===== src/rtl/dsp_simd2x_pair_scheduler.sv =====
// Pairs shared-coefficient multiply requests onto one SIMD 2x INT9xUINT8 DSP slice and
// splits the packed 48b product back into two tagged lane results on a valid/ready stream.
module dsp_simd2x_pair_scheduler #(
    parameter int DSP_LATENCY  = 3,
    parameter int TAG_W        = 8,
    parameter int HOLD_TIMEOUT = 4
) (
    input  logic             clk,
    input  logic             aresetn,
    input  logic             s_valid,
    output logic             s_ready,
    input  logic [8:0]       s_coef,
    input  logic [7:0]       s_pixel,
    input  logic [TAG_W-1:0] s_tag,
    input  logic             s_last,
    output logic             dsp_clken,
    output logic [8:0]       dsp_coef,
    output logic [25:0]      dsp_pack,
    input  logic [47:0]      dsp_p,
    output logic             m_valid,
    input  logic             m_ready,
    output logic [17:0]      m_low,
    output logic [17:0]      m_high,
    output logic [1:0]       m_mask,
    output logic [TAG_W-1:0] m_tag_lo,
    output logic [TAG_W-1:0] m_tag_hi
);
    localparam int PL = DSP_LATENCY;

    typedef enum logic {ST_EMPTY = 1'b0, ST_HELD = 1'b1} state_t;

    state_t                  r_state, w_state_nxt;
    logic                    w_en, w_acc;
    logic signed [8:0]       r_h_coef;
    logic [7:0]              r_h_pix;
    logic [TAG_W-1:0]        r_h_tag;
    logic                    r_h_last;
    logic [3:0]              r_cnt, w_cnt_nxt;
    logic                    w_iss, w_cap;
    logic signed [8:0]       w_iss_coef;
    logic [7:0]              w_iss_lo, w_iss_hi;
    logic [1:0]              w_iss_mask;
    logic [TAG_W-1:0]        w_iss_tlo, w_iss_thi;
    logic signed [8:0]       r_dsp_coef_p0;
    logic [25:0]             r_dsp_pack_p0;
    logic                    r_vld_p  [0:PL];
    logic [1:0]              r_mask_p [0:PL];
    logic [TAG_W-1:0]        r_tlo_p  [0:PL];
    logic [TAG_W-1:0]        r_thi_p  [0:PL];
    logic                    r_m_valid;
    logic signed [17:0]      r_m_low, r_m_high;
    logic [1:0]              r_m_mask;
    logic [TAG_W-1:0]        r_m_tag_lo, r_m_tag_hi;
    logic                    w_unused_p_top;

    // The low lane's sign borrows one from the high lane; adding bit 17 back undoes it.
    function automatic logic signed [17:0] f_split_hi(input logic [47:0] p, input logic used);
        logic signed [17:0] v;
        v = p[35:18] + {17'd0, p[17]};
        return used ? v : 18'sd0;
    endfunction

    assign w_en      = aresetn && (!r_m_valid || m_ready);
    assign w_acc     = s_valid && w_en;
    assign s_ready   = w_en;
    assign dsp_clken = w_en;
    assign w_unused_p_top = ^dsp_p[47:36];

    always_comb begin
        w_state_nxt = r_state;
        w_cnt_nxt   = r_cnt;
        w_iss       = 1'b0;
        w_cap       = 1'b0;
        w_iss_coef  = r_h_coef;
        w_iss_lo    = r_h_pix;
        w_iss_hi    = 8'd0;
        w_iss_mask  = 2'b01;
        w_iss_tlo   = r_h_tag;
        w_iss_thi   = '0;
        case (r_state)
            ST_EMPTY: begin
                if (w_acc) begin
                    if (s_last) begin
                        w_iss      = 1'b1;
                        w_iss_coef = $signed(s_coef);
                        w_iss_lo   = s_pixel;
                        w_iss_tlo  = s_tag;
                    end else begin
                        w_cap       = 1'b1;
                        w_cnt_nxt   = 4'd0;
                        w_state_nxt = ST_HELD;
                    end
                end
            end
            ST_HELD: begin
                if (w_acc) begin
                    w_iss     = 1'b1;
                    w_cnt_nxt = 4'd0;
                    if ((s_coef == r_h_coef) && !r_h_last) begin
                        w_iss_hi    = s_pixel;
                        w_iss_mask  = 2'b11;
                        w_iss_thi   = s_tag;
                        w_state_nxt = ST_EMPTY;
                    end else begin
                        w_cap = 1'b1;
                    end
                end else if (r_h_last || (r_cnt == 4'(HOLD_TIMEOUT - 1))) begin
                    w_iss       = 1'b1;
                    w_cnt_nxt   = 4'd0;
                    w_state_nxt = ST_EMPTY;
                end else begin
                    w_cnt_nxt = r_cnt + 4'd1;
                end
            end
            default: w_state_nxt = ST_EMPTY;
        endcase
    end

    // Request hold stage
    always_ff @(posedge clk or negedge aresetn) begin
        if (!aresetn) begin
            r_state  <= ST_EMPTY;
            r_cnt    <= 4'd0;
            r_h_coef <= '0;
            r_h_pix  <= '0;
            r_h_tag  <= '0;
            r_h_last <= 1'b0;
        end else if (w_en) begin
            r_state <= w_state_nxt;
            r_cnt   <= w_cnt_nxt;
            if (w_cap) begin
                r_h_coef <= $signed(s_coef);
                r_h_pix  <= s_pixel;
                r_h_tag  <= s_tag;
                r_h_last <= s_last;
            end
        end
    end

    // p0: DSP operands; p1..pPL: sideband aligned with dsp_p
    always_ff @(posedge clk or negedge aresetn) begin
        if (!aresetn) begin
            r_dsp_coef_p0 <= '0;
            r_dsp_pack_p0 <= '0;
            for (int i = 0; i <= PL; i++) begin
                r_vld_p[i]  <= 1'b0;
                r_mask_p[i] <= 2'b00;
                r_tlo_p[i]  <= '0;
                r_thi_p[i]  <= '0;
            end
        end else if (w_en) begin
            if (w_iss) r_dsp_coef_p0 <= w_iss_coef;
            r_dsp_pack_p0 <= w_iss ? {w_iss_hi, 10'd0, w_iss_lo} : 26'd0;
            r_vld_p[0]    <= w_iss;
            r_mask_p[0]   <= w_iss ? w_iss_mask : 2'b00;
            r_tlo_p[0]    <= w_iss ? w_iss_tlo : '0;
            r_thi_p[0]    <= w_iss ? w_iss_thi : '0;
            for (int i = 1; i <= PL; i++) begin
                r_vld_p[i]  <= r_vld_p[i-1];
                r_mask_p[i] <= r_mask_p[i-1];
                r_tlo_p[i]  <= r_tlo_p[i-1];
                r_thi_p[i]  <= r_thi_p[i-1];
            end
        end
    end

    // Output stage
    always_ff @(posedge clk or negedge aresetn) begin
        if (!aresetn) begin
            r_m_valid  <= 1'b0;
            r_m_low    <= '0;
            r_m_high   <= '0;
            r_m_mask   <= 2'b00;
            r_m_tag_lo <= '0;
            r_m_tag_hi <= '0;
        end else if (w_en) begin
            r_m_valid <= r_vld_p[PL];
            if (r_vld_p[PL]) begin
                r_m_low    <= $signed(dsp_p[17:0]);
                r_m_high   <= f_split_hi(dsp_p, r_mask_p[PL][1]);
                r_m_mask   <= r_mask_p[PL];
                r_m_tag_lo <= r_tlo_p[PL];
                r_m_tag_hi <= r_thi_p[PL];
            end
        end
    end

    assign dsp_coef = r_dsp_coef_p0;
    assign dsp_pack = r_dsp_pack_p0;
    assign m_valid  = r_m_valid;
    assign m_low    = r_m_low;
    assign m_high   = r_m_high;
    assign m_mask   = r_m_mask;
    assign m_tag_lo = r_m_tag_lo;
    assign m_tag_hi = r_m_tag_hi;
endmodule

===== config.mk =====
export PLATFORM = sky130hd
export DESIGN_NAME = dsp_simd2x_pair_scheduler
export DESIGN_NICKNAME = d
export VERILOG_FILES = /design/src/rtl/dsp_simd2x_pair_scheduler.sv
export SDC_FILE = /design/constraint.sdc
export NUM_CORES = 1
export LEC_CHECK = 0
export CAP_MARGIN = 20
export CORE_MARGIN = 2
export CORE_UTILIZATION = 40
export CTS_BUF_LIST = sky130_fd_sc_hd__clkbuf_16
export CTS_CLUSTER_DIAMETER = 100
export DETAILED_ROUTE_END_ITERATION = 16
export PLACE_DENSITY = 0.66
export SETUP_SLACK_MARGIN = 0.1
export SLEW_MARGIN = 20
export SYNTH_ARGS = -nofsm -noshare
export SYNTH_HDL_FRONTEND = slang
export SYNTH_SLANG_ARGS = --single-unit

===== constraint.sdc =====
create_clock -name clk -period 2.2 [get_ports clk]
set_input_delay 0.44 -clock clk [delete_from_list [all_inputs] [get_ports clk]]
set_output_delay 0.44 -clock clk [all_outputs]
set_load 0.005 [all_outputs]

==> results of run 1 <==
## final cells by class
cell class              count  area [sq um]
well taps                 234           293
diodes                      1          2.50
clock buffers              17           425
fillers                  1647          8440
clock inverters            15           148
repair buffers            189          1890
inverters                  24          92.6
flip-flops and latches    183          4580
multi-input cells         459          2710
## path summary, 6_finish.rpt
kind / startpoint / endpoint / slack [ns]
max: s_coef[1] / r_h_coef[4]$_DFFE_PN0P_ / 0.09
min: aresetn / r_thi_p[30]$_DFFE_PN0P_ / 0.31
max reg2reg: r_h_coef[3]$_DFFE_PN0P_ / r_h_coef[4]$_DFFE_PN0P_ / 0.10
min reg2reg: r_tlo_p[17]$_DFFE_PN0P_ / r_tlo_p[9]$_DFFE_PN0P_ / 0.46
max in group asynchronous: aresetn / m_low[3]$_DFFE_PN0P_ / 1.24
min in group clk: s_coef[6] / r_h_coef[6]$_DFFE_PN0P_ / 0.41
## registers in the layout, summed over array words and instances (netlist names), 9 cells and up
name      flops
dsp_coef      9
m_low        18
r_h_coef      9
dsp_pack     16
m_high       18
r_tlo_p      32
r_thi_p      32
## per-layer routing
layer,up-vias,track usage (%)
met4,0,4.26
met5,-,0
li1,2667,-
met2,124,25.8
met1,2564,22.5
met3,4,5.40
## cells by family (layout without fill, tap and decap cells)
family | count (synthesis) | after routing | synth area share (%)
simple gates | 275 | 275 | 14.9
flops | 183 | 183 | 60.7
compound gates | 77 | 77 | 6.71
mux | 68 | 68 | 10.0
buf+inv | 68 | 245 | 4.18
xor+xnor | 26 | 26 | 3.02
fa+ha+maj | 3 | 3 | 0.497
other cells | 1 | 11 | 0.0497
## layout by cell type, fill, tap and decap left out, types with 2 or more instances in the layout
cell type and instances:
sky130_fd_sc_hd__a21oi_1 12, sky130_fd_sc_hd__a222oi_1 16, sky130_fd_sc_hd__and3_1 2, sky130_fd_sc_hd__buf_12 6, sky130_fd_sc_hd__buf_4 33, sky130_fd_sc_hd__buf_6 2, sky130_fd_sc_hd__bufinv_16 2, sky130_fd_sc_hd__clkbuf_16 18
sky130_fd_sc_hd__clkdlybuf4s50_1 143, sky130_fd_sc_hd__clkinv_2 5, sky130_fd_sc_hd__clkinvlp_4 2, sky130_fd_sc_hd__conb_1 10, sky130_fd_sc_hd__dfrtp_1 183, sky130_fd_sc_hd__dlygate4sd2_1 2, sky130_fd_sc_hd__ha_1 3, sky130_fd_sc_hd__inv_1 23
sky130_fd_sc_hd__inv_6 5, sky130_fd_sc_hd__mux2_2 59, sky130_fd_sc_hd__mux2i_1 9, sky130_fd_sc_hd__nand2_1 224, sky130_fd_sc_hd__nand2b_1 2, sky130_fd_sc_hd__nand3_1 14, sky130_fd_sc_hd__nand4_1 4, sky130_fd_sc_hd__nor2_1 16
sky130_fd_sc_hd__nor4_1 2, sky130_fd_sc_hd__o21ai_0 38, sky130_fd_sc_hd__o31ai_1 5, sky130_fd_sc_hd__or3_1 2, sky130_fd_sc_hd__xnor2_1 10, sky130_fd_sc_hd__xor2_1 16
## power groups by stage
stage | Combinational (uW) | Clock (uW) | Sequential, uW
after floorplan | 1460 | 0 | 4810
after global placement | 2830 | 0 | 4890
after detailed placement | 2900 | 0 | 4900
after CTS | 2920 | 3070 | 4850
after global routing | 3180 | 3220 | 4960
final | 2890 | 2970 | 4850
## stage by stage
stage                     power [uW]  setup TNS, ns
final                          10700              0
after global routing           11400              0
after global placement          7710         -16.49
after CTS                      10800              0
after floorplan                 6270              0
after detailed placement        7800         -15.76
## worst max-delay path, delay by kind of cell
kind / cells / cell delay, ns
AND/OR/NAND/NOR: 2 / 0.71
buffers and inverters: 2 / 0.65
multiplexers: 1 / 0.27
XOR/XNOR: 1 / 0.18
AO/OA/AOI/OAI: 1 / 0.16
## what timing repair did
item | 4_1_cts | 5_1_grt
setup buffers | 2 | 2
endpoints found under the hold margin | 0 | 0
pin swaps | 1 | 0
gates resized for setup | 5 | 2
setup endpoints to repair | 27 | 38
cloned | 0 | 1
==> impl.org, run 1 <==
** Clock network
- Total clock sinks :: 183
- Maximum number of buffers from clock root to sink :: 2
- The clock tree synthesis step divided the H-tree into 4 levels.
- At the later pin of the worst-skew pair, clock insertion delay measures 0.42 ns.
- TritonCTS built the clock tree.
- Clk pin slew, worst setup/hold paths :: 0.06 ns
- Clock root cell :: sky130_fd_sc_hd__clkbuf_16
- In this run, post-CTS hold repair placed 0 buffers.
- Counting the buffers created by CTS gives 17.

** Floorplanning
- The die covers 0.0200 sq mm.
- The initialized floorplan defines 50 standard-cell rows.
- Count of pins on the block boundary :: 170
- Die Y-Extent :: 141 um
- Core Region :: 0.0186 sq mm
- For this configuration, the core starts out at a cell density of 40.6%.
- From left edge to right edge, the die measures 141 um.

** Finish
- Count of placed standard cells in the final layout, fillers left out :: 1,122
- Once layout is complete, the utilization of the core stands at 54.6%.
- Summing all non-filler instances in the final layout gives an area of 0.0101 sq mm.
- Share of final-layout standard cells stronger than drive strength 1 :: 16.1%
- Layout overhead on the synthesized area :: 34.4%
- Nets :: 955

** Setup path
- Data on the critical path is required at its endpoint by 2.51 ns.
- Measured in cells, the most critical reg-to-reg path has a length of 6.
- The critical path goes through clkdlybuf4s50_1 > xor2_1 > or4_4 > nor4_4 > a211oi_4 > clkbuf_16 > mux2_2.
- Data arrives at the worst endpoint at 2.41 ns.
- Along the worst path, the maximum fanout reaches 9.
- Startpoint kind of the worst setup timing path :: primary input
- The slowest stage of the critical path belongs to the cell sky130_fd_sc_hd__clkdlybuf4s50_1.
- The largest single stage delay on the critical path is 0.45 ns.
- Critical path class :: primary input to flip-flop
- Worst setup EP type :: flip-flop

** Power
- In this run the power spent charging and discharging nets is 3020 uW.
- The share of total power dissipated in sequential elements is 45.3%.
- Static leakage :: 0.00475 uW
- For this design the ratio of total power to cell area is 1060 mW/mm^2.
- Of the total power, the clock network draws 27.8%.
- VDD sags by at most 582 uV.
- Net switching is 28.2% of the power.
- Internal power contribution :: 7690 uW
- Combinational fraction of design power :: 27.0%

** Drt
- Wire length on met1 :: 7380 um
- Initial DRT Pass Iterations :: 4
- Max Used Layer :: met4
- Total length of routed met3 wires :: 939 um
- Dividing the detail-routed wire length by the instance count gives 14.4 um.
- Number of nets still failing antenna checks after routing :: 0
- After detailed routing, the number of vias per cell comes to 4.78.
- Summed over all nets, wire length on met2 after detailed routing comes to 7750 um.
- Count of unresolved DRC violations after routing :: 0
- Wirelength, routed :: 16,100 um
- Initial DRC Count :: 357
- Via count :: 5,359

** Synth
- The commonest cells after synthesis are sky130_fd_sc_hd__nand2_1, sky130_fd_sc_hd__dfrtp_1, sky130_fd_sc_hd__mux2_2, sky130_fd_sc_hd__o21ai_0, sky130_fd_sc_hd__clkbuf_1.
- Combined area of all synthesized cells :: 0.00755 sq mm
- Counting flops with an async set or reset pin after synthesis yields a share of 100%.
- Post-Syn Area per Cell :: 10.8 sq um
- Sequential-to-total area share from yosys stat :: 60.7%
- The most used flip-flop cell after synthesis is sky130_fd_sc_hd__dfrtp_1.
- The synthesized design contains 0 enable-type register cells.
- Synth warnings :: 0
- Flops & latches, synth :: 183
- Synth top area cells :: sky130_fd_sc_hd__dfrtp_1, sky130_fd_sc_hd__nand2_1, sky130_fd_sc_hd__mux2_2, sky130_fd_sc_hd__o21ai_0, sky130_fd_sc_hd__a222oi_1
- In this run, distinct cell masters in the synthesized netlist total 38.
- Post-synthesis instance total :: 701
- Share of Yosys cell area claimed by the top area cell type :: 60.7%
- In the post-synthesis netlist, the cell with the most instances is sky130_fd_sc_hd__nand2_1.
- Summed over all instances, the cell type with the most area after synthesis is sky130_fd_sc_hd__dfrtp_1.

** GRT
- The number of global-route vias before repair came to 5,121.
- Number of antenna violations at the first check in global routing :: 2
- For this run, the total global-route usage over all layers was measured as 16.5%.
- The first global-routing pass estimated 26,500 um of wire.
- Pin count of the biggest net entering global routing :: 184
- Total congestion overflow :: 0

** STA
- At the pin with the least slew margin, the transition time is 0.943 ns.
- Hold timing on the final database bottoms out at a slack of 0.314 ns.
- Max-slew headroom :: 37.1%
- For the finished layout, the period the worst path requires is 2.11 ns.
- The number of slew-limit violations in the final report was 0.
- Hold Fails Final Rpt :: 0
- Setup violations remaining at the end of the flow were counted as 0.
- Derived from the worst setup path, the maximum achievable clock frequency is 475 MHz.
- In the post-route analysis, the smallest setup slack over all paths is 0.0941 ns.
- Worst clock skew :: 0.00885 ns
- Setup repair after global routing could not meet its margin everywhere.
- The worst path uses 95.7% of the clock period.

** Place
- At the placement stage, the worst setup path has a slack of -0.421 ns.
- Buffers on Ports :: 147
- After legalization and detailed placement, the total HPWL measured 10,600 um.
- Summing all placed instances gives a cell area of 0.00950 sq mm.
- Placed cells :: 1,084
- The congestion estimate from routability-driven global placement came to 0.794.

** Status
- The run finished with clean final reports.

** Hold path
- Worst hold-check path type :: primary input to async pin

** Run
- Maximum Capacitance Violations :: 0
(Power assumes the default switching activity.)
==> run 2, diff against run 1 <==
- REMOVE_ABC_BUFFERS: default -> 1
==> run 2 against run 1 <==
Against the previous run: critical path depth unchanged; power up 1.8%; register-to-register slack better by 0.02 ns; clock power up 5%; largest cell class unchanged.
==> impl.org, run 2 (synthesis gave the netlist of run 1 again) <==
** Setup path
- Largest fanout on the critical path :: 11
- Worst Path Arrival :: 2.38 ns
- Startpoint kind of the worst setup timing path :: flip-flop
- Cell breakdown of the critical path :: xor2_1 > or4_4 > nor4_4 > buf_4 > a211oi_4 > buf_12 > mux2_2
- Worst setup EP type :: flip-flop
- CP max stage cell :: sky130_fd_sc_hd__or4_4
- Across all register-to-register paths, the minimum setup slack is 0.12 ns.
- For the worst setup path, the data required time is 2.51 ns.
- Sum of buffers and inverters on the critical path :: 2
- Largest stage delay, worst path :: 0.52 ns
- The cell family contributing the most delay on the critical path is simple AND/OR/NAND/NOR gates.
- The worst setup path is of the flip-flop to flip-flop kind.

** Power
- The analysis attributes to net switching a power of 3200 uW.
- Maximum ir drop on the vdd rail :: 620 uV
- In this run, the clock network consumes 28.7% of the power.
- Switching part of the total power :: 29.4%
- Combinational cells account for 27.0% of the total power.
- After layout, the design draws a total of 10,900 uW.
- Fraction of power consumed by sequential logic :: 44.2%
- Pwr per Cell Area :: 1060 mW/mm^2
- Internal power contribution :: 7700 uW
- Static leakage :: 0.00481 uW

** Finish
- Leaving out fill and tap cells, the most frequent cells in the layout are sky130_fd_sc_hd__nand2_1, sky130_fd_sc_hd__dfrtp_1, sky130_fd_sc_hd__clkdlybuf4s50_1, sky130_fd_sc_hd__mux2_2, sky130_fd_sc_hd__buf_4.
- In the final layout, the registers with the most flip-flops are r_thi_p (32), r_tlo_p (32).
- The library cell used most frequently in the layout, excluding fill and tap cells, is sky130_fd_sc_hd__nand2_1.
- The net count of the finished layout is 960.
- The multi-input combinational cells in the finished layout cover a total of 0.00272 sq mm.
- After the flow finishes, the layout carries non-filler instances totaling 1,126.
- Share of final-layout standard cells stronger than drive strength 1 :: 16.7%
- Area of all sequential standard cells :: 0.00458 sq mm
- Layout overhead on the synthesized area :: 35.8%
- The layout has 1,606 filler cells.
- The repair_antennas step left the layout with diodes totalling 0.

** STA
- Final critical delay including setup and external delays :: 2.08 ns
- Final Hold Slack :: 0.235 ns
- The worst path meets setup with 0.123 ns of slack.
- Setup violations remaining at the end of the flow were counted as 0.
- Hold Fails Final Rpt :: 0
- In the finished design, the share of the clock period the worst path needs comes to 94.4%.
- Fmax :: 481 MHz
- For the pin with the worst max-slew slack, the measured transition is 0.988 ns.
- Unrepaired setup endpoints after global routing :: yes
- The number of slew-limit violations in the final report was 0.
- Final setup TNS :: 0 ns
- Across the routed clock network, the largest skew measured is 0.0146 ns.
- Max-slew headroom :: 34.2%

** Hold path
- Worst hold-check path type :: primary input to async pin

** Drt
- In the detailed route, the total length drawn on met3 is 833 um.
- Via count :: 5,471
- After detailed routing, the number of remaining DRC violations is 0.
- In this run the remaining antenna-violating nets after routing total 0.
- The detailed router used layers up to and including met4.
- In the routed layout, each cell is associated on average with a via count of 4.86.
- The first detailed-routing pass took 4 iterations.
- Met2 WL post-DR :: 7360 um
- After detailed routing, the wire length on met1 is 7520 um.
- Initial DRC Count :: 340
- Dividing the detail-routed wire length by the instance count gives 14.1 um.
- Wires add up to 15,900 um.

** Clock network
- CTS H-Tree Depth :: 4
- Number of clock buffers inserted by TritonCTS :: 17
- After clock tree synthesis, the clock-pin slew on the worst setup and hold paths is 0.07 ns.
- Counting along the longest clock path gives a buffer depth of 2.
- The clock drives 183 sinks.
- Quantity of hold-fixing buffers added after cts :: 0
- The clock reaches the later pin of the worst-skew pair after 0.43 ns.
- Clock root cell :: sky130_fd_sc_hd__clkbuf_16
- TritonCTS built the clock tree.

** GRT
- Global-route wire length before repair :: 26,500 um
- The number of global-route vias before repair is 5,425.
- Pin count of the biggest net entering global routing :: 184
- Number of antenna violations at the first check in global routing :: 0
- Across every metal layer, demand over resource in global routing totals 16.5%.
- Summed over all layers, the global routing overflow is 0.

** Status
- The run finished with clean final reports.

** Floorplanning
- The floorplan step defined a die boundary enclosing 0.0200 sq mm.
- Die Y-Extent :: 141 um
- Site row count :: 50
- Horizontal extent of the die :: 141 um
- The core region is 0.0186 sq mm.
- 170 I/O pins were placed.
- The initial utilization of the core area, before any placement, comes to 40.6%.

** Place
- Buffers on Ports :: 147
- Summed over all nets, the half-perimeter wirelength after detailed placement is 10,300 um.
- At the end of routability-driven placement, the weighted congestion stood at 0.754.
- Before CTS, the worst setup slack after placement is -0.378 ns.
- Once placement completed, the tool counted placed cells totaling 1,086.

** Run
- The tool flagged a number of max-cap violations equal to 0.
run 2: changes by cell type in the layout (fill, tap and decap cells not counted), moves of 3 or more:
cell,change
sky130_fd_sc_hd__o21ai_1,+11
sky130_fd_sc_hd__inv_8,+5
sky130_fd_sc_hd__o21ai_0,-11
sky130_fd_sc_hd__clkinv_8,+3
sky130_fd_sc_hd__clkinv_2,-5
sky130_fd_sc_hd__buf_4,+4
run 2: layout make-up:
| cell class | instances | area share [%] |
|---|---|---|
| Sequential cell | 183 | 44.7 |
| Clock buffer | 17 | 4.15 |
| Multi-Input combinational cell | 459 | 26.5 |
| Tap cell | 234 | 2.86 |
| Timing Repair Buffer | 194 | 19.0 |
| Clock inverter | 15 | 1.90 |
| Inverter | 24 | 0.903 |
run 2: final timing paths:
check | start | to | depth (start not counted)
worst max-delay path | r_h_coef[3]$_DFFE_PN0P_ | r_h_tag[4]$_DFFE_PN0P_ | 7
worst min-delay path | aresetn | r_thi_p[23]$_DFFE_PN0P_ | 2
worst max register to register | r_h_coef[3]$_DFFE_PN0P_ | r_h_tag[4]$_DFFE_PN0P_ | 7
worst min register to register | r_mask_p[4]$_DFFE_PN0P_ | r_mask_p[2]$_DFFE_PN0P_ | 2
max in group asynchronous | aresetn | r_cnt[0]$_DFFE_PN0P_ | 2
min in group clk | s_coef[3] | r_h_coef[3]$_DFFE_PN0P_ | 2
run 2: power by group through the flow:
stage / combinational [uW] / clock [uW] / sequential, uW
global placement: 2870 / 0 / 4850
detailed placement: 2930 / 0 / 4880
floorplan: 1380 / 0 / 4830
finish: 2950 / 3130 / 4820
global route: 3270 / 3360 / 4950
CTS: 2960 / 3220 / 4820
run 2: what timing repair did:
item,4_1_cts,5_1_grt
setup buffers,3,4
gates cloned,0,1
endpoints found under the setup margin,25,60
pin swaps,1,2
endpoints found under the hold margin,0,0
resized for setup,3,19
run 2: stage by stage:
stage                     utilization (%)  cell area [sq um]
after floorplan                         -               7360
after global placement               51.3               9530
after detailed placement             51.3               9530
after CTS                            54.8              10200
after global routing                 55.2              10200
final                                55.2              10200
run 2: routing by layer:
metal | up-vias | GRT usage [%]
li1 | 2680 | -
met1 | 2634 | 22.6
met2 | 145 | 25.9
met3 | 12 | 3.91
met4 | 0 | 5.37
met5 | - | 0
==> run 3, diff against run 2 <==
- CORE_MARGIN: 2 -> 1.5
- SKIP_LAST_GASP: default -> 1
==> run 3 against run 2 <==
Against the previous run: first-iteration DRC count grew 0.59%; final area shrank 0.93%; sequential share of layout area grew 0.42 points; highest routed layer unchanged; largest cell class unchanged; via count grew 0.35%.
==> impl.org, run 3 (synthesis gave the netlist of run 1 again) <==
** Status
- The run finished with clean final reports.

** STA
- After layout, the worst path uses 94.4% of the clock period.
- At the pin with the least slew margin, the transition time is 0.958 ns.
- The clock period could shrink to 2.08 ns.
- Hold timing on the final database bottoms out at a slack of 0.0537 ns.
- Setup repair after global routing could not meet its margin everywhere.
- Setup violations remaining at the end of the flow were counted as 0.
- The number of hold violations in the final report came to 0.
- After layout, the worst setup slack is 0.123 ns.
- Fmax :: 481 MHz
- In this run the tightest slew margin relative to its limit is 36.1%.
- The number of slew-limit violations in the final report was 0.
- Clock skew on the completed layout was measured at 0.0120 ns.

** Drt
- Initial DRT Pass Iterations :: 5
- The final layout contains routed wiring with a total length of 16,200 um.
- DR vias/cell :: 4.90
- Dividing the detail-routed wire length by the instance count gives 14.4 um.
- Via count :: 5,490
- After detailed routing, the number of remaining DRC violations is 0.
- Number of nets still failing antenna checks after routing :: 0
- The detailed router finished its first iteration with 342 violations.

** Finish
- Leaving out filler cells and counting taps, the final layout contains 1,121.
- Fillers :: 1,655
- Layout overhead on the synthesized area :: 34.5%
- Most frequent cells in the layout :: sky130_fd_sc_hd__nand2_1, sky130_fd_sc_hd__dfrtp_1, sky130_fd_sc_hd__clkdlybuf4s50_1, sky130_fd_sc_hd__mux2_2, sky130_fd_sc_hd__buf_4
- Nets :: 959
- Largest registers ranked by flip-flop count :: r_thi_p (32), r_tlo_p (32)
- Leaving out fill and tap cells, the most frequent cell in the layout is sky130_fd_sc_hd__nand2_1.
- Of the cells placed in the final design, the portion with a size suffix greater than 1 is 15.7%.

** Clock network
- Clock tree synthesis inserted a total of 17 buffers.
- After clock tree synthesis, the clock-pin slew on the worst setup and hold paths is 0.06 ns.
- TritonCTS clock tree :: built
- At the later pin of the worst-skew pair, clock insertion delay measures 0.43 ns.
- The cell sitting at the root of the clock tree is a sky130_fd_sc_hd__clkbuf_16.
- Total clock sinks :: 183
- In this run the deepest clock path goes through 2 buffers.
- CTS H-Tree Depth :: 4

** Floorplanning
- The die is 140 um tall.
- For this configuration, the core starts out at a cell density of 40.6%.
- The core region is 0.0186 sq mm.
- In this run the count of I/O pins placed on the die edge is 170.
- The initialized floorplan defines 50 standard-cell rows.
- From left edge to right edge, the die measures 140 um.
- The floorplan step defined a die boundary enclosing 0.0197 sq mm.

** Setup path
- Crit path required time :: 2.51 ns
- Worst setup EP type :: flip-flop
- In this run the worst path has a maximum fanout of 13.
- STA puts the critical path data arrival time at 2.38 ns.
- Critical path class :: flip-flop to flip-flop
- The worst setup path is launched from a flip-flop.

** Place
- Once placement completed, the tool counted placed cells totaling 1,088.
- Once detailed placement completed, the half-perimeter wirelength came to 10,900 um.
- Buffers placed on the I/O ports in this run total 147.
- GP Congestion :: 0.788
- Before CTS, the worst setup slack after placement is -0.382 ns.

** GRT
- Entering global routing, the biggest net connects 166 pins.
- Total congestion overflow :: 0
- The number of global-route vias before repair is 5,447.
- Global routing used 17.4% of the available tracks across all layers.
- The first global-routing pass estimated 27,200 um of wire.
- Number of antenna violations at the first check in global routing :: 1

** Hold path
- The path class of the tightest hold or removal check is primary input to async pin.

** Power
- In this run the power density over the cells is 1050 mW/mm^2.
- The analysis attributes to cell leakage a power of 0.00476 uW.
- The worst-case IR drop observed on VDD is 638 uV.

** Run
- Maximum Capacitance Violations :: 0
-- run 3: changes by cell type in the layout (fill, tap and decap cells not counted), sizes merged --
cell / before / now
diode: 0 / 1
bufinv: 1 / 3
inv: 33 / 26
buf: 47 / 46
dlymetal6s2s: 3 / 2
dlygate4sd2: 0 / 1
-- run 3: per-layer routing --
| layer | vias up | wire length, um | global-route usage (%) |
|---|---|---|---|
| met5 | - | 0 | 0 |
| met4 | 0 | 138 | 4.71 |
| met3 | 12 | 1010 | 5.13 |
| met2 | 151 | 7570 | 27.9 |
| met1 | 2676 | 7430 | 23.0 |
| li1 | 2651 | - | - |
-- run 3: final timing paths --
path | from | to | slack (ns) | cells after the start
min in group clk | s_coef[6] | r_h_coef[6]$_DFFE_PN0P_ | 0.43 | 3
min | aresetn | m_low[8]$_DFFE_PN0P_ | 0.05 | 2
max in group asynchronous | aresetn | dsp_pack[24]$_DFFE_PN0P_ | 0.91 | 3
max | r_h_coef[3]$_DFFE_PN0P_ | r_h_coef[7]$_DFFE_PN0P_ | 0.12 | 7
max reg2reg | r_h_coef[3]$_DFFE_PN0P_ | r_h_coef[7]$_DFFE_PN0P_ | 0.12 | 7
min reg2reg | r_thi_p[14]$_DFFE_PN0P_ | r_thi_p[6]$_DFFE_PN0P_ | 0.46 | 2
-- run 3: layout make-up --
class,count,area [sq um],share of cell area [%]
flip-flops and latches,183,4580,45.1
multi-input cells,459,2730,26.9
repair buffers,193,1920,18.9
clock buffers,17,425,4.19
well taps,234,293,2.88
clock inverters,10,118,1.16
inverters,24,92.6,0.912
diodes,1,2.50,0.0246
-- run 3: power breakdown --
part | switching [uW] | internal [uW] | leakage, uW
combinational | 1200 | 1740 | 0.00211
clock | 1180 | 1730 | 0.000273
sequential | 542 | 4310 | 0.00238
total | 2920 | 7780 | 0.00476
-- run 3: repair_timing --
action | CTS | global route
buffers inserted | 2 | 3
resized for setup | 3 | 18
hold buffers | 0 | 0
setup endpoints to repair | 27 | 58
pin swaps | 1 | 2
gates cloned | 0 | 0
-- run 3: worst max-delay path: stages, from the launching register on --
cell	delay (ns)
sky130_fd_sc_hd__dfrtp_1	0.39
sky130_fd_sc_hd__xor2_1	0.14
sky130_fd_sc_hd__or4_4	0.52
sky130_fd_sc_hd__nor4_4	0.23
sky130_fd_sc_hd__buf_4	0.16
sky130_fd_sc_hd__a211oi_4	0.08
sky130_fd_sc_hd__buf_12	0.16
sky130_fd_sc_hd__mux2_2	0.27
-- run 3: per-stage QoR --
stage          area (sq um)  power, uW  util, %  TNS (ns)
2_1_floorplan          7360       6210        -   -430.76
3_3_place_gp           9540       7740     51.4    -16.66
3_5_place_dp           9540       7830     51.4    -18.03
4_1_cts               10100      10800     54.4         0
5_1_grt               10200      11400     54.6         0
6_report              10200      10700     54.6         0
==> variant: new RTL, settings of run 1 <==
Compare `r_cnt` against `4'(HOLD_TIMEOUT - 1)` with >= in place of ==.
--- a/src/rtl/dsp_simd2x_pair_scheduler.sv
+++ b/src/rtl/dsp_simd2x_pair_scheduler.sv
@@ -104,7 +104,7 @@
                     end else begin
                         w_cap = 1'b1;
                     end
-                end else if (r_h_last || (r_cnt == 4'(HOLD_TIMEOUT - 1))) begin
+                end else if (r_h_last || (r_cnt >= 4'(HOLD_TIMEOUT - 1))) begin
                     w_iss       = 1'b1;
                     w_cnt_nxt   = 4'd0;
                     w_state_nxt = ST_EMPTY;
Function: same outputs for any inputs over 4 cycles, from zero or initial values and one cycle with aresetn low; that may be too few to reach the edited logic, so the function may still have changed.
==> variant against run 1 <==
Register-to-register slack better by 100 ps. Synthesized cell count rose by 0.29%. Setup slack improved by 110 ps. Area after synthesis rose by 2.0%. Cell area up 1.3%. Final cell count shrank 0.89%. Total power up 3.9%. Combinational power up 4%. Core utilization up 0.17 points. Sequential cell count stayed put. Routed wire length is 0.96% higher. Critical path depth is 1 lower. Global-route usage grew 0.24 points. Clock power up 13%. Critical path type is now register to register. Largest cell class unchanged.
==> variant: results (changes against run 1) <==
Floorplanning
The placeable core region is 0.0188 sq mm (was 0.0186 sq mm).

Yosys
Most frequent cells after synthesis: 216 x sky130_fd_sc_hd__nand2_1, 183 x sky130_fd_sc_hd__dfrtp_1, 39 x sky130_fd_sc_hd__mux2_2 (was 225 x sky130_fd_sc_hd__nand2_1, 183 x sky130_fd_sc_hd__dfrtp_1, 59 x sky130_fd_sc_hd__mux2_2). Area contributors post-synth: sky130_fd_sc_hd__dfrtp_1 59%, sky130_fd_sc_hd__nand2_1 11%, sky130_fd_sc_hd__mux2_2 5.7% (was sky130_fd_sc_hd__dfrtp_1 61%, sky130_fd_sc_hd__nand2_1 11%, sky130_fd_sc_hd__mux2_2 8.8%). The mux cell area share after synthesis is 10.8% (was 10.0%). The register area share after synthesis is 59.5% (was 60.7%). The synthesized-area fraction occupied by xor and xnor cells is 2.84% (was 3.02%).

GRT
The number of antenna violations at the first check in global routing is 0 (was 2). The global-route wire length before repair is 27.1 mm (was 26.5 mm).

Critical path
The data arrival time at the worst-slack endpoint is 2310 ps (was 2410 ps). The largest fanout of any net on the critical path is 16 (was 9). The slowest library cell on the worst path is sky130_fd_sc_hd__or4_4 (was sky130_fd_sc_hd__clkdlybuf4s50_1).

Placement
The HPWL after detailed placement is 10.9 mm (was 10.6 mm). The pre-CTS setup slack is -448 ps (was -421 ps). The post-placement cell area is 0.00955 sq mm (was 0.00950 sq mm).

The number of cells after detailed placement is 1077 (was 1084).

Final layout
The number of nets in the finished design was 946 (was 955). The inverter count of the layout excluding clock inverters is 4 (was 24). The final core area utilization is 54.8% (was 54.6%). The filler cell count was 1642 (was 1647). The number of multi-input logic gates is 478 (was 459). The buffer share of cell area is 17.6% (was 18.6%). The ratio of cells with drive above 1 in the final layout is 15.5% (was 16.1%).

Power
The leakage power of the design is 0.00481 uW (was 0.00475 uW).

Detailed routing
The detail-routed net length per standard cell is 14.6 microns (was 14.4 microns). The routed via count is 5378 (was 5359).

Run status
Run status: completed (unchanged).
## variant: changes by cell type in the layout (fill, tap and decap cells not counted), moves of 10 or more
cell                       change
sky130_fd_sc_hd__inv_1        -21
sky130_fd_sc_hd__mux2_2       -20
sky130_fd_sc_hd__mux2_4       +20
sky130_fd_sc_hd__a221o_1      +16
sky130_fd_sc_hd__a222oi_1     -16
sky130_fd_sc_hd__and2_0       +11
sky130_fd_sc_hd__nand3_1      +11
sky130_fd_sc_hd__o21ai_1      +10
## variant: worst paths after layout
check / from / to / slack (ps) / cells past startpoint
worst max register to register: r_cnt[0]$_DFFE_PN0P_ / dsp_pack[6]$_DFFE_PN0P_ / 200 / 6
worst max-delay path: r_cnt[0]$_DFFE_PN0P_ / dsp_pack[6]$_DFFE_PN0P_ / 200 / 6
worst min-delay path: aresetn / m_low[6]$_DFFE_PN0P_ / 110 / 2
worst min register to register: r_mask_p[3]$_DFFE_PN0P_ / r_mask_p[1]$_DFFE_PN0P_ / 470 / 2
min in group clk: r_mask_p[3]$_DFFE_PN0P_ / r_mask_p[1]$_DFFE_PN0P_ / 470 / 2
max in group asynchronous: aresetn / r_cnt[1]$_DFFE_PN0P_ / 930 / 3
## variant: power by group through the flow
stage	registers, uW	logic [uW]	clock network, uW
finish	4760	3010	3360
CTS	4770	3060	3440
global route	4890	3330	3600
floorplan	4760	1560	0
detailed placement	4820	3000	0
global placement	4800	2950	0
## variant: repair_timing
item / in CTS / in global routing
gates cloned: 2 / 0
gates resized for setup: 7 / 2
pin swaps: 2 / 0
setup buffers: 1 / 0
setup endpoints to repair: 25 / 12
## variant: layer usage
metal	vias up	track usage [%]	routed length, microns	share of wire [%]
li1	2658	-	-	-
met1	2589	23.5	7880	48
met2	121	26.4	7430	46
met3	10	3.89	825	5.1
met4	0	4.53	149	0.91
met5	-	0	0	0
